==> src/rtl/snake_pkg.sv <==
// Shared definitions for the snake game datapath.
// Direction codes are common to direction_queue, FSM_direction and pixel_gen.
// Contents: DIR_W, the dir_e direction code enum and the opposite_of() helper.
package snake_pkg;

    localparam int DIR_W = 3;

    typedef enum logic [DIR_W-1:0] {
        DIR_NONE  = 3'd0,
        DIR_UP    = 3'd1,
        DIR_DOWN  = 3'd2,
        DIR_LEFT  = 3'd3,
        DIR_RIGHT = 3'd4
    } dir_e;

    // Reversal partner of a direction; NONE (and any unused code) maps to NONE.
    function automatic dir_e opposite_of(input dir_e dir);
        case (dir)
            DIR_UP:    return DIR_DOWN;
            DIR_DOWN:  return DIR_UP;
            DIR_LEFT:  return DIR_RIGHT;
            DIR_RIGHT: return DIR_LEFT;
            default:   return DIR_NONE;
        endcase
    endfunction

endpackage

==> src/rtl/direction_queue_if.sv <==
// Bus between the button front end / game timer and direction_queue.
// Inputs to the queue : one_up, one_down, one_left, one_right (press pulses),
//                       gaming (game running), tick (game-step strobe).
// Outputs of the queue: direction (applied code), opposite (reversal reject pulse),
//                       queue_count (buffered entries), overflow (sticky drop flag).
// master: the side driving presses/ticks; slave: the direction_queue itself.
interface direction_queue_if #(
    parameter int CNT_W = 3
);
    import snake_pkg::*;

    logic             one_up;
    logic             one_down;
    logic             one_left;
    logic             one_right;
    logic             gaming;
    logic             tick;
    logic [DIR_W-1:0] direction;
    logic             opposite;
    logic [CNT_W-1:0] queue_count;
    logic             overflow;

    modport master (
        output one_up, one_down, one_left, one_right, gaming, tick,
        input  direction, opposite, queue_count, overflow
    );

    modport slave (
        input  one_up, one_down, one_left, one_right, gaming, tick,
        output direction, opposite, queue_count, overflow
    );

endinterface

==> src/rtl/direction_queue_dir_fifo.sv <==
// dir_fifo: DEPTH-entry circular buffer of direction codes.
// Ports: clk, rst (async, active-high); push/din enqueue, pop dequeue,
//        flush empties the buffer (wins over push/pop);
//        head = oldest entry, tail = newest entry, count = occupancy,
//        full/empty derived from count.
// A push while full is accepted only when a pop happens in the same cycle.
module dir_fifo
    import snake_pkg::*;
#(
    parameter int DEPTH = 4,
    parameter int CNT_W = 3
) (
    input  logic             clk,
    input  logic             rst,
    input  logic             push,
    input  logic             pop,
    input  logic             flush,
    input  dir_e             din,
    output dir_e             head,
    output dir_e             tail,
    output logic [CNT_W-1:0] count,
    output logic             full,
    output logic             empty
);

    localparam int               PTR_W    = (DEPTH > 1) ? $clog2(DEPTH) : 1;
    localparam logic [CNT_W-1:0] FULL_CNT = CNT_W'(DEPTH);

    dir_e             mem [DEPTH];
    logic [PTR_W-1:0] rd_ptr;
    logic [PTR_W-1:0] wr_ptr;
    logic [PTR_W-1:0] tail_ptr;
    logic             do_push;
    logic             do_pop;

    assign full     = (count == FULL_CNT);
    assign empty    = (count == '0);
    assign do_pop   = pop & ~flush & ~empty;
    assign do_push  = push & ~flush & (~full | do_pop);
    assign tail_ptr = wr_ptr - PTR_W'(1);
    assign head     = mem[rd_ptr];
    assign tail     = mem[tail_ptr];

    // Storage carries no reset; entries are only observed while count>0.
    always_ff @(posedge clk) begin
        if (do_push) begin
            mem[wr_ptr] <= din;
        end
    end

    // Pointers wrap naturally because DEPTH is a power of two.
    always_ff @(posedge clk or posedge rst) begin
        if (rst) begin
            rd_ptr <= '0;
            wr_ptr <= '0;
            count  <= '0;
        end else if (flush) begin
            rd_ptr <= '0;
            wr_ptr <= '0;
            count  <= '0;
        end else begin
            if (do_push) begin
                wr_ptr <= wr_ptr + PTR_W'(1);
            end
            if (do_pop) begin
                rd_ptr <= rd_ptr + PTR_W'(1);
            end
            case ({do_push, do_pop})
                2'b10:   count <= count + CNT_W'(1);
                2'b01:   count <= count - CNT_W'(1);
                default: count <= count;
            endcase
        end
    end

endmodule

==> src/rtl/direction_queue.sv <==
// direction_queue: buffers one-pulsed direction presses and releases one per
// game-step tick, so quick double turns inside one step are kept in order.
// Ports: clk, rst (async, active-high); bus (direction_queue_if.slave):
//   presses one_up/one_down/one_left/one_right, gaming, tick in;
//   direction, opposite, queue_count, overflow out (all registered).
// Presses equal to the reference direction are ignored; reversals of it are
// rejected and reported on opposite. The reference is the newest queued entry,
// or the applied direction when the queue is empty.
module direction_queue
    import snake_pkg::*;
#(
    parameter int DEPTH = 4,
    parameter int CNT_W = 3
) (
    input logic                   clk,
    input logic                   rst,
    direction_queue_if.slave      bus
);

    dir_e             direction_q;
    logic             opposite_q;
    logic             overflow_q;
    logic             gaming_q;

    dir_e             winner;
    dir_e             ref_dir;
    dir_e             fifo_head;
    dir_e             fifo_tail;
    logic [CNT_W-1:0] fifo_count;
    logic             fifo_full;
    logic             fifo_empty;

    logic             game_start;
    logic             pop_req;
    logic             push_req;
    logic             is_reversal;
    logic             is_new;
    logic             drop;

    // Fixed-priority pick among simultaneous presses: UP > DOWN > LEFT > RIGHT.
    always_comb begin
        winner = DIR_NONE;
        if (bus.one_up) begin
            winner = DIR_UP;
        end else if (bus.one_down) begin
            winner = DIR_DOWN;
        end else if (bus.one_left) begin
            winner = DIR_LEFT;
        end else if (bus.one_right) begin
            winner = DIR_RIGHT;
        end
    end

    // Reference uses the pre-pop tail, so a same-cycle pop does not change it.
    assign ref_dir     = fifo_empty ? direction_q : fifo_tail;
    assign game_start  = bus.gaming & ~gaming_q;
    assign pop_req     = bus.gaming & bus.tick & ~fifo_empty;
    assign is_reversal = bus.gaming & (winner != DIR_NONE) & (winner == opposite_of(ref_dir));
    assign is_new      = bus.gaming & (winner != DIR_NONE) & (winner != ref_dir) & ~is_reversal;
    assign push_req    = is_new & (~fifo_full | pop_req);
    assign drop        = is_new & fifo_full & ~pop_req;

    dir_fifo #(
        .DEPTH (DEPTH),
        .CNT_W (CNT_W)
    ) u_dir_fifo (
        .clk   (clk),
        .rst   (rst),
        .push  (push_req),
        .pop   (pop_req),
        .flush (~bus.gaming),
        .din   (winner),
        .head  (fifo_head),
        .tail  (fifo_tail),
        .count (fifo_count),
        .full  (fifo_full),
        .empty (fifo_empty)
    );

    // A game start always finds the queue flushed, so it never coincides with a pop.
    always_ff @(posedge clk or posedge rst) begin
        if (rst) begin
            direction_q <= DIR_RIGHT;
            opposite_q  <= 1'b0;
            overflow_q  <= 1'b0;
            gaming_q    <= 1'b0;
        end else begin
            gaming_q   <= bus.gaming;
            opposite_q <= is_reversal;
            if (pop_req) begin
                direction_q <= fifo_head;
            end else if (game_start) begin
                direction_q <= DIR_RIGHT;
            end
            if (game_start) begin
                overflow_q <= 1'b0;
            end else if (drop) begin
                overflow_q <= 1'b1;
            end
        end
    end

    assign bus.direction   = direction_q;
    assign bus.opposite    = opposite_q;
    assign bus.queue_count = fifo_count;
    assign bus.overflow    = overflow_q;

endmodule

==> src/flat_wrapper.sv <==
// flat-port wrapper written by rule: the top's interface ports become plain ports
module direction_queue_flat import snake_pkg::*;
#(
    parameter int DEPTH = 4,
    parameter int CNT_W = 3
)
  (clk, rst, bus_one_up, bus_one_down, bus_one_left, bus_one_right, bus_gaming, bus_tick, bus_direction, bus_opposite, bus_queue_count, bus_overflow);
  direction_queue_if #(.CNT_W(CNT_W)) bus_i ();
  input logic clk;
  input logic rst;
  input wire logic [$bits(bus_i.one_up)-1:0] bus_one_up;
  input wire logic [$bits(bus_i.one_down)-1:0] bus_one_down;
  input wire logic [$bits(bus_i.one_left)-1:0] bus_one_left;
  input wire logic [$bits(bus_i.one_right)-1:0] bus_one_right;
  input wire logic [$bits(bus_i.gaming)-1:0] bus_gaming;
  input wire logic [$bits(bus_i.tick)-1:0] bus_tick;
  output wire logic [$bits(bus_i.direction)-1:0] bus_direction;
  output wire logic [$bits(bus_i.opposite)-1:0] bus_opposite;
  output wire logic [$bits(bus_i.queue_count)-1:0] bus_queue_count;
  output wire logic [$bits(bus_i.overflow)-1:0] bus_overflow;
  assign bus_i.one_up = bus_one_up;
  assign bus_i.one_down = bus_one_down;
  assign bus_i.one_left = bus_one_left;
  assign bus_i.one_right = bus_one_right;
  assign bus_i.gaming = bus_gaming;
  assign bus_i.tick = bus_tick;
  assign bus_direction = bus_i.direction;
  assign bus_opposite = bus_i.opposite;
  assign bus_queue_count = bus_i.queue_count;
  assign bus_overflow = bus_i.overflow;
  direction_queue #(.DEPTH(DEPTH), .CNT_W(CNT_W)) u_core (.clk(clk), .rst(rst), .bus(bus_i));
endmodule
==> config.mk <==
export PLATFORM = sky130hd
export DESIGN_NAME = direction_queue_flat
export DESIGN_NICKNAME = d
export VERILOG_FILES = /design/src/rtl/snake_pkg.sv /design/src/rtl/direction_queue_if.sv /design/src/rtl/direction_queue_dir_fifo.sv /design/src/rtl/direction_queue.sv /design/src/flat_wrapper.sv
export SDC_FILE = /design/constraint.sdc
export NUM_CORES = 1
export LEC_CHECK = 0
export ABC_CLOCK_PERIOD_IN_PS = 10600
export CAP_MARGIN = 10
export CORE_MARGIN = 4
export CORE_UTILIZATION = 36
export CTS_CLUSTER_DIAMETER = 80
export CTS_CLUSTER_SIZE = 12
export DETAILED_ROUTE_END_ITERATION = 10
export PLACE_DENSITY_LB_ADDON = 0.15
export RECOVER_POWER = 100
export SLEW_MARGIN = 30
export SYNTH_ARGS = -nofsm -noshare
export SYNTH_HDL_FRONTEND = slang
export SYNTH_HIERARCHICAL = 1
export SYNTH_SLANG_ARGS = --single-unit
==> constraint.sdc <==
create_clock -name clk -period 10.6 [get_ports clk]
set_input_delay 2.65 -clock clk [delete_from_list [all_inputs] [get_ports clk]]
set_output_delay 2.65 -clock clk [all_outputs]
set_load 0.05 [all_outputs]
# [After elaboration in Yosys (flattened, before gate mapping)]
# Memory sizes are Yosys's and may differ from the RTL's.
# Cells that the tools add are included.
[word_totals] reg_bits=13 ramBits=12 in_bits=8 output_inout_bits=8 n_memories=1
[op_classes] n_addsub=5 n_eq_ne=12 n_mux=18 bitwise=21 n_reduce_logical=4
[memory_table] memory="u_core.u_dir_fifo.mem" words=4 word_bits=3 rd=2 rd_ports_with_merged_regs=0 write_ports=1 line="direction_queue_dir_fifo.sv:29" rtl="dir_e mem [DEPTH];"
[ops] operator="$mux W3" count=8
[ops] operator="$and A1 B1 Y1" count=14
[ops] operator="$pmux W3 S4" count=1
[ops] operator="$mux W2" count=4
[ops] operator="$eq A3 B2 Y1 const B" count=2
[ops] operator="$eq A3 B3 Y1 const B" count=2
[ops] operator="$pmux W3 S2" count=1
[ops] operator="$not A1 Y1" count=5
[ops] operator="$add A2 B1 Y2 const B" count=2
[ops] operator="$mux W1" count=4
[ops] operator="$ne A2 B1 Y1 const B" count=2
[ops] operator="$reduce_bool A2 Y1" count=2
[ops] operator="$add A3 B1 Y3 const B" count=1
[ops] operator="$eq A3 B1 Y1 const B" count=1
[ops] operator="$eq A3 B3 Y1" count=1
[ops] operator="$logic_not A3 Y1" count=1
[ops] operator="$ne A3 B1 Y1 const B" count=1
[ops] operator="$ne A3 B3 Y1" count=1
[ops] operator="$reduce_bool A3 Y1" count=1
[ops] operator="$sub A3 B1 Y3 const B" count=1
[ops] operator="$eq A2 B1 Y1 const B" count=1
[ops] operator="$eq A2 B2 Y1 const B" count=1
[ops] operator="$or A1 B1 Y1" count=2
[ops] operator="$sub A2 B1 Y2 const B" count=1

# [Logic depth before layout (Yosys ltp)]
[depth] ltp_word=15 ltp_mapped=15

# [Hierarchy]
# The synthesis kept the hierarchy.
[modules_own_cells] mod="dir_fifo" instances=1 cells_per_inst=81 area_per_inst_um2=1081.0 seq_area_each_um2=535.5
[modules_own_cells] mod="direction_queue" instances=1 cells_per_inst=61 area_per_inst_um2=513.0 seq_area_each_um2=151.4

# [Worst setup path after synthesis]
# Ideal clock, no wire load.
[synth_path] path_type="input port to flip-flop" startpoint="in bus_one_up" endpoint="reg u_core.u_dir_fifo.count[2]" setup_ns=0.135 t_arrival_ns=5.180 slack_ns=5.285 path_stages=13 path_buffers=2 path_cell_list="clkbuf_1 -> o21bai_1 -> inv_1 -> o2111a_1 -> a31oi_1 -> a221oi_2 -> a211oi_1 -> buf_4 -> nor3_1 -> fa_1 -> or3b_1 -> a211oi_1 -> a311oi_2"
[synth_between] elab_chain_cells=12 word_cells_on_any_way=17
[synth_lines] element="start, declared" line="flat_wrapper.sv:11" rtl="input wire logic [$bits(bus_i.one_up)-1:0] bus_one_up;"
[synth_lines] element="$mux W3 (*)" line="direction_queue.sv:43" rtl="if (bus.one_up) begin"
[synth_lines] element="via u_core.winner[1]" line="direction_queue.sv:25" rtl="dir_e winner;"
[synth_lines] element="$reduce_bool A3 Y1" line="direction_queue.sv:58" rtl="assign is_reversal = bus.gaming & (winner != DIR_NONE) & (winner == opposite_of(ref_dir));"
[synth_lines] element="$and A1 B1 Y1" line="direction_queue.sv:58"
[synth_lines] element="$and A1 B1 Y1 (*)" line="direction_queue.sv:58"
[synth_lines] element="via u_core.is_reversal" line="direction_queue.sv:36" rtl="logic is_reversal;"
[synth_lines] element="$not A1 Y1 (*)" line="direction_queue.sv:59" rtl="assign is_new = bus.gaming & (winner != DIR_NONE) & (winner != ref_dir) & ~is_reversal;"
[synth_lines] element="$and A1 B1 Y1 (*)" line="direction_queue.sv:59"
[synth_lines] element="$and A1 B1 Y1 (*)" line="direction_queue.sv:60" rtl="assign push_req = is_new & (~fifo_full | pop_req);"
[synth_lines] element="via u_core.push_req" line="direction_queue.sv:35" rtl="logic push_req;"
[synth_lines] element="$and A1 B1 Y1 (*) (2 in a row)" line="direction_queue_dir_fifo.sv:39" rtl="assign do_push = push & ~flush & (~full | do_pop);"
[synth_lines] element="$eq A2 B1 Y1 / $eq A2 B2 Y1 (equally long branches)" line="direction_queue_dir_fifo.sv:68" rtl="case ({do_push, do_pop})"
[synth_lines] element="$pmux W3 S2" line="direction_queue_dir_fifo.sv:68"
[synth_lines] element="$mux W3" line="direction_queue_dir_fifo.sv:57" rtl="end else if (flush) begin"
[synth_lines] element="end signal, assigned" line="direction_queue_dir_fifo.sv:69" rtl="2'b10: count <= count + CNT_W'(1);"
[synth_lines] element="end signal, assigned" line="direction_queue_dir_fifo.sv:70" rtl="2'b01: count <= count - CNT_W'(1);"
[synth_lines] element="end signal, assigned" line="direction_queue_dir_fifo.sv:71" rtl="default: count <= count;"
[synth_lines] element="end, declared" line="direction_queue_dir_fifo.sv:21" rtl="output logic [CNT_W-1:0] count,"
# The timed path passes the listed nets; every way through them passes the cells marked *.
# A chain may end at the register's enable or synchronous reset.

# [Worst setup path after layout]
# Same ends and word-level chain as after synthesis.

==> out/results.tsv <==
stage	metric	value	unit
status	status	finished clean	
layout	drive_above_1_share	13.5	%
cts	clkLatencyLatePin	0.27	ns
power	powerDensity	142	nW/um^2
die	dieWidth	74.5	microns
die	rows	23	
global_route	grt_max_degree	15	
place	dp.cells	201	
timing	worstMarginPinSlew	0.578	ns
timing	setup_viol_count_final	0	
worst_setup_path	cp_data_required_time	10.75	ns
timing	period_minus_slack	6.02	ns
die	core_area	4140	sq um
global_route	overflow	0	
worst_hold_path	holdCritPathClass	flip-flop to flip-flop	
route	ant_nets	0	
power	power_leakage	0.722	nW
worst_setup_path	endpoint_kind	flip-flop	
worst_setup_path	critPathMaxStageDelay	0.72	ns
timing	finClkSkew	0.00333	ns
worst_setup_path	crit_path_max_fanout	11	
worst_setup_path	worstSetupStartpointType	primary input	
cts	clk_path_buf_depth	2	
cts	cts_inserted_buffers	3	
synthesis	ys_seq_area_share	43.1	%
timing	fmax	0.166	GHz
place	place.gp.congestion	0.788	
synthesis	synth.avg_cell_area	11.2	sq um
cts	cts_tree	built	
power	seqPwrFrac	45.7	%
power	p_comb_share	31.9	%
route	vias	1122	
synthesis	syn_area	1590	sq um
timing	hold_viol_final	0	
worst_setup_path	path_class	primary input to flip-flop	
flow_run	drv_cap	0	
global_route	antenna_found_initial	0	
synthesis	synth_warnings	6	
synthesis	synth-async-reset-ratio	52.0	%
power	clkPwrFrac	22.4	%
die	die_y	74.5	microns
cts	cts.sinks	25	
global_route	grt_pass1_vias	1074	
route	dr.pass1.iters	4	
synthesis	yosysTopAreaCell	edfxtp_1	
global_route	grt_pass1_wl	5550	microns
route	via_per_inst	5.47	
worst_setup_path	arrival	6.17	ns
route	dr.first_iter.drc_count	113	
power	power_switching	0.0870	mW
synthesis	ys_types	47	
power	p_sw_share	34.1	%
global_route	grt.total_usage	13.2	%
power	ir_worst_vdd	0.0836	mV
cts	ctsResizeCount	0	
layout	antennaDiodeCount	0	
layout	layoutNonFillerInstCount	205	
cts	clk_pin_slew	0.09	ns
layout	area_growth	12.6	%
place	port_buffers	15	
cts	cts_setup_buffers	0	
worst_setup_path	cp_slowest_cell	dlygate4sd3_1	
synthesis	synth_top_area_share	22.6	%
synthesis	ys_ff_latch	25	
synthesis	syn_nets	155	
cts	cts_root_buf	clkbuf_8	
synthesis	ys_top_cells_by_area	edfxtp_1 (23%), dfrtp_1 (19%), mux4_2 (8.5%)	
worst_setup_path	worst_path_most_repeated_cell	a211oi_1	
route	wire_per_inst	16.3	microns
layout	final_nets	169	
die	start_util	38.5	%
die	ioPinCount	16	
worst_setup_path	cp_cell_sequence	dlygate4sd3_1 -> o21bai_1 -> inv_1 -> o2111a_1 -> a31oi_1 -> a221oi_1 -> a211oi_1 -> clkbuf_1 -> nor3_1 -> fa_1 -> or3b_1 -> a211oi_1 -> a311oi_2	
synthesis	synth_edf_count	12	
worst_setup_path	critPathTopFamily	buffers and inverters	
timing	slew_headroom	61.3	%
synthesis	syn_inst	142	
synthesis	synthTopCellsByCount	inv_1 (14), dfrtp_1 (12), edfxtp_1 (12)	
synthesis	yosys.cell_count.top_type	inv_1	
timing	finalMaxSlewViolations	0	
timing	tns	0	ns
place	hpwl	2570	microns
synthesis	synth_flop_cell	edfxtp_1	
cts	holdBufCountCts	0	
power	p_int	0.168	mW
cts	ctsHtreeMaxLevel	1	
die	die_area	5560	sq um
worst_setup_path	worst-path-buf-inv	3	
timing	period_share	56.8	%
route	drc	0	
route	wl	3330	microns
timing	rsz0062_at_grt	false	
[worst register-to-register path: stages, from the launching register on]
cell	delay, ns
dfrtp_1	0.52
or2_2	0.38
nor2_1	0.46
mux2i_1	0.55
nor3_1	0.12
o31ai_1	0.27
a221oi_1	0.18
a211oi_1	0.23
clkbuf_1	0.39
nor3_1	0.13
fa_1	0.42
or3b_1	0.39
a211oi_1	0.30
a311oi_2	0.07
[state kept, by name, summed over array words and instances, names as in the netlist]
register and count:
u_core/bus.direction 3, u_core/u_dir_fifo/wr_ptr 2, u_core/gaming_q 1, u_core/bus.overflow 1, u_core/u_dir_fifo/count 3, u_core/u_dir_fifo/mem 12, u_core/bus.opposite 1, u_core/u_dir_fifo/rd_ptr 2
[area by class of cell]
cell class              instances  area, sq um
inverters                      14         52.6
multi-input cells              96          792
clock inverters                 1         5.00
repair buffers                 16          154
flip-flops and latches         25          687
clock buffers                   3         41.3
well taps                      50         62.6
fillers                       391         2350
[cell families (layout without fill, tap and decap cells)]
logic type | count (synthesis) | in the layout | synth area share, %
multiplexers | 11 | 11 | 12.2
XOR/XNOR | 7 | 7 | 3.85
flip-flops | 25 | 25 | 43.1
adder cells (fa/ha/maj) | 5 | 5 | 4.40
AO/OA/AOI/OAI | 29 | 29 | 14.1
buffers and inverters | 21 | 34 | 6.83
AND/OR/NAND/NOR | 44 | 44 | 15.5
[final timing paths]
| path | startpoint | endpoint | slack, ns | cells after the start |
|---|---|---|---|---|
| worst max-delay path | bus_one_up | u_core/u_dir_fifo/count[2] | 4.58 | 13 |
| worst min-delay path | u_core/bus.overflow | u_core/bus.overflow | 0.49 | 2 |
| worst max register to register | u_core/u_dir_fifo/count[0] | u_core/u_dir_fifo/count[2] | 6.08 | 13 |
| worst min register to register | u_core/bus.overflow | u_core/bus.overflow | 0.49 | 2 |
| max in group asynchronous | rst | u_core/u_dir_fifo/rd_ptr[0] | 7.58 | 2 |
| min in group asynchronous | rst | u_core/bus.overflow | 2.74 | 2 |
[stage by stage]
stage / util (%) / total power, mW / worst slack, ns / hold WS (ns) / area [sq um]
final: 43.3 / 0.255 / 4.58 / 0.493 / 1790
after global routing: 43.3 / 0.270 / 4.38 / 0.532 / 1790
after CTS: 43.5 / 0.261 / 4.90 / 0.504 / 1800
after detailed placement: 42.4 / 0.203 / 4.61 / 0.483 / 1760
after global placement: 42.4 / 0.201 / 4.79 / 0.469 / 1760
after floorplan: - / 0.184 / 5.28 / 0.550 / 1590
[power by group through the flow]
stage	logic, mW	registers, mW	clock network, mW
floorplan	0.0565	0.127	0
global placement	0.0825	0.118	0
finish	0.0812	0.117	0.0570
CTS	0.0847	0.117	0.0598
detailed placement	0.0844	0.119	0
global route	0.0885	0.118	0.0630
[metal layers]
layer	wire length, microns	share of wire [%]	GRT usage (%)
met1	1560	47	18.7
met2	1610	48	20.9
met3	138	4.1	2.84
met4	20	0.60	2.96
met5	0	0	0
[layout by cell type (no fill, tap or decap), types with 2 or more instances in the layout]
master	count
clkdlybuf4s50_1	3
o2111ai_1	2
mux4_2	6
xor2_1	3
o21ai_0	2
o31ai_1	4
nor3_1	4
and2_0	4
nand2_1	8
dfrtp_1	12
edfxtp_1	12
a31oi_1	2
mux2i_1	2
inv_1	14
ha_1	4
o211ai_1	2
nor2_1	9
dlygate4sd3_1	12
or2_2	4
xnor2_1	4
clkbuf_8	3
a211oi_1	3
a21oi_1	5
nand3b_1	2
nand3_1	5
o311ai_0	2
(Power assumes the default switching activity.)
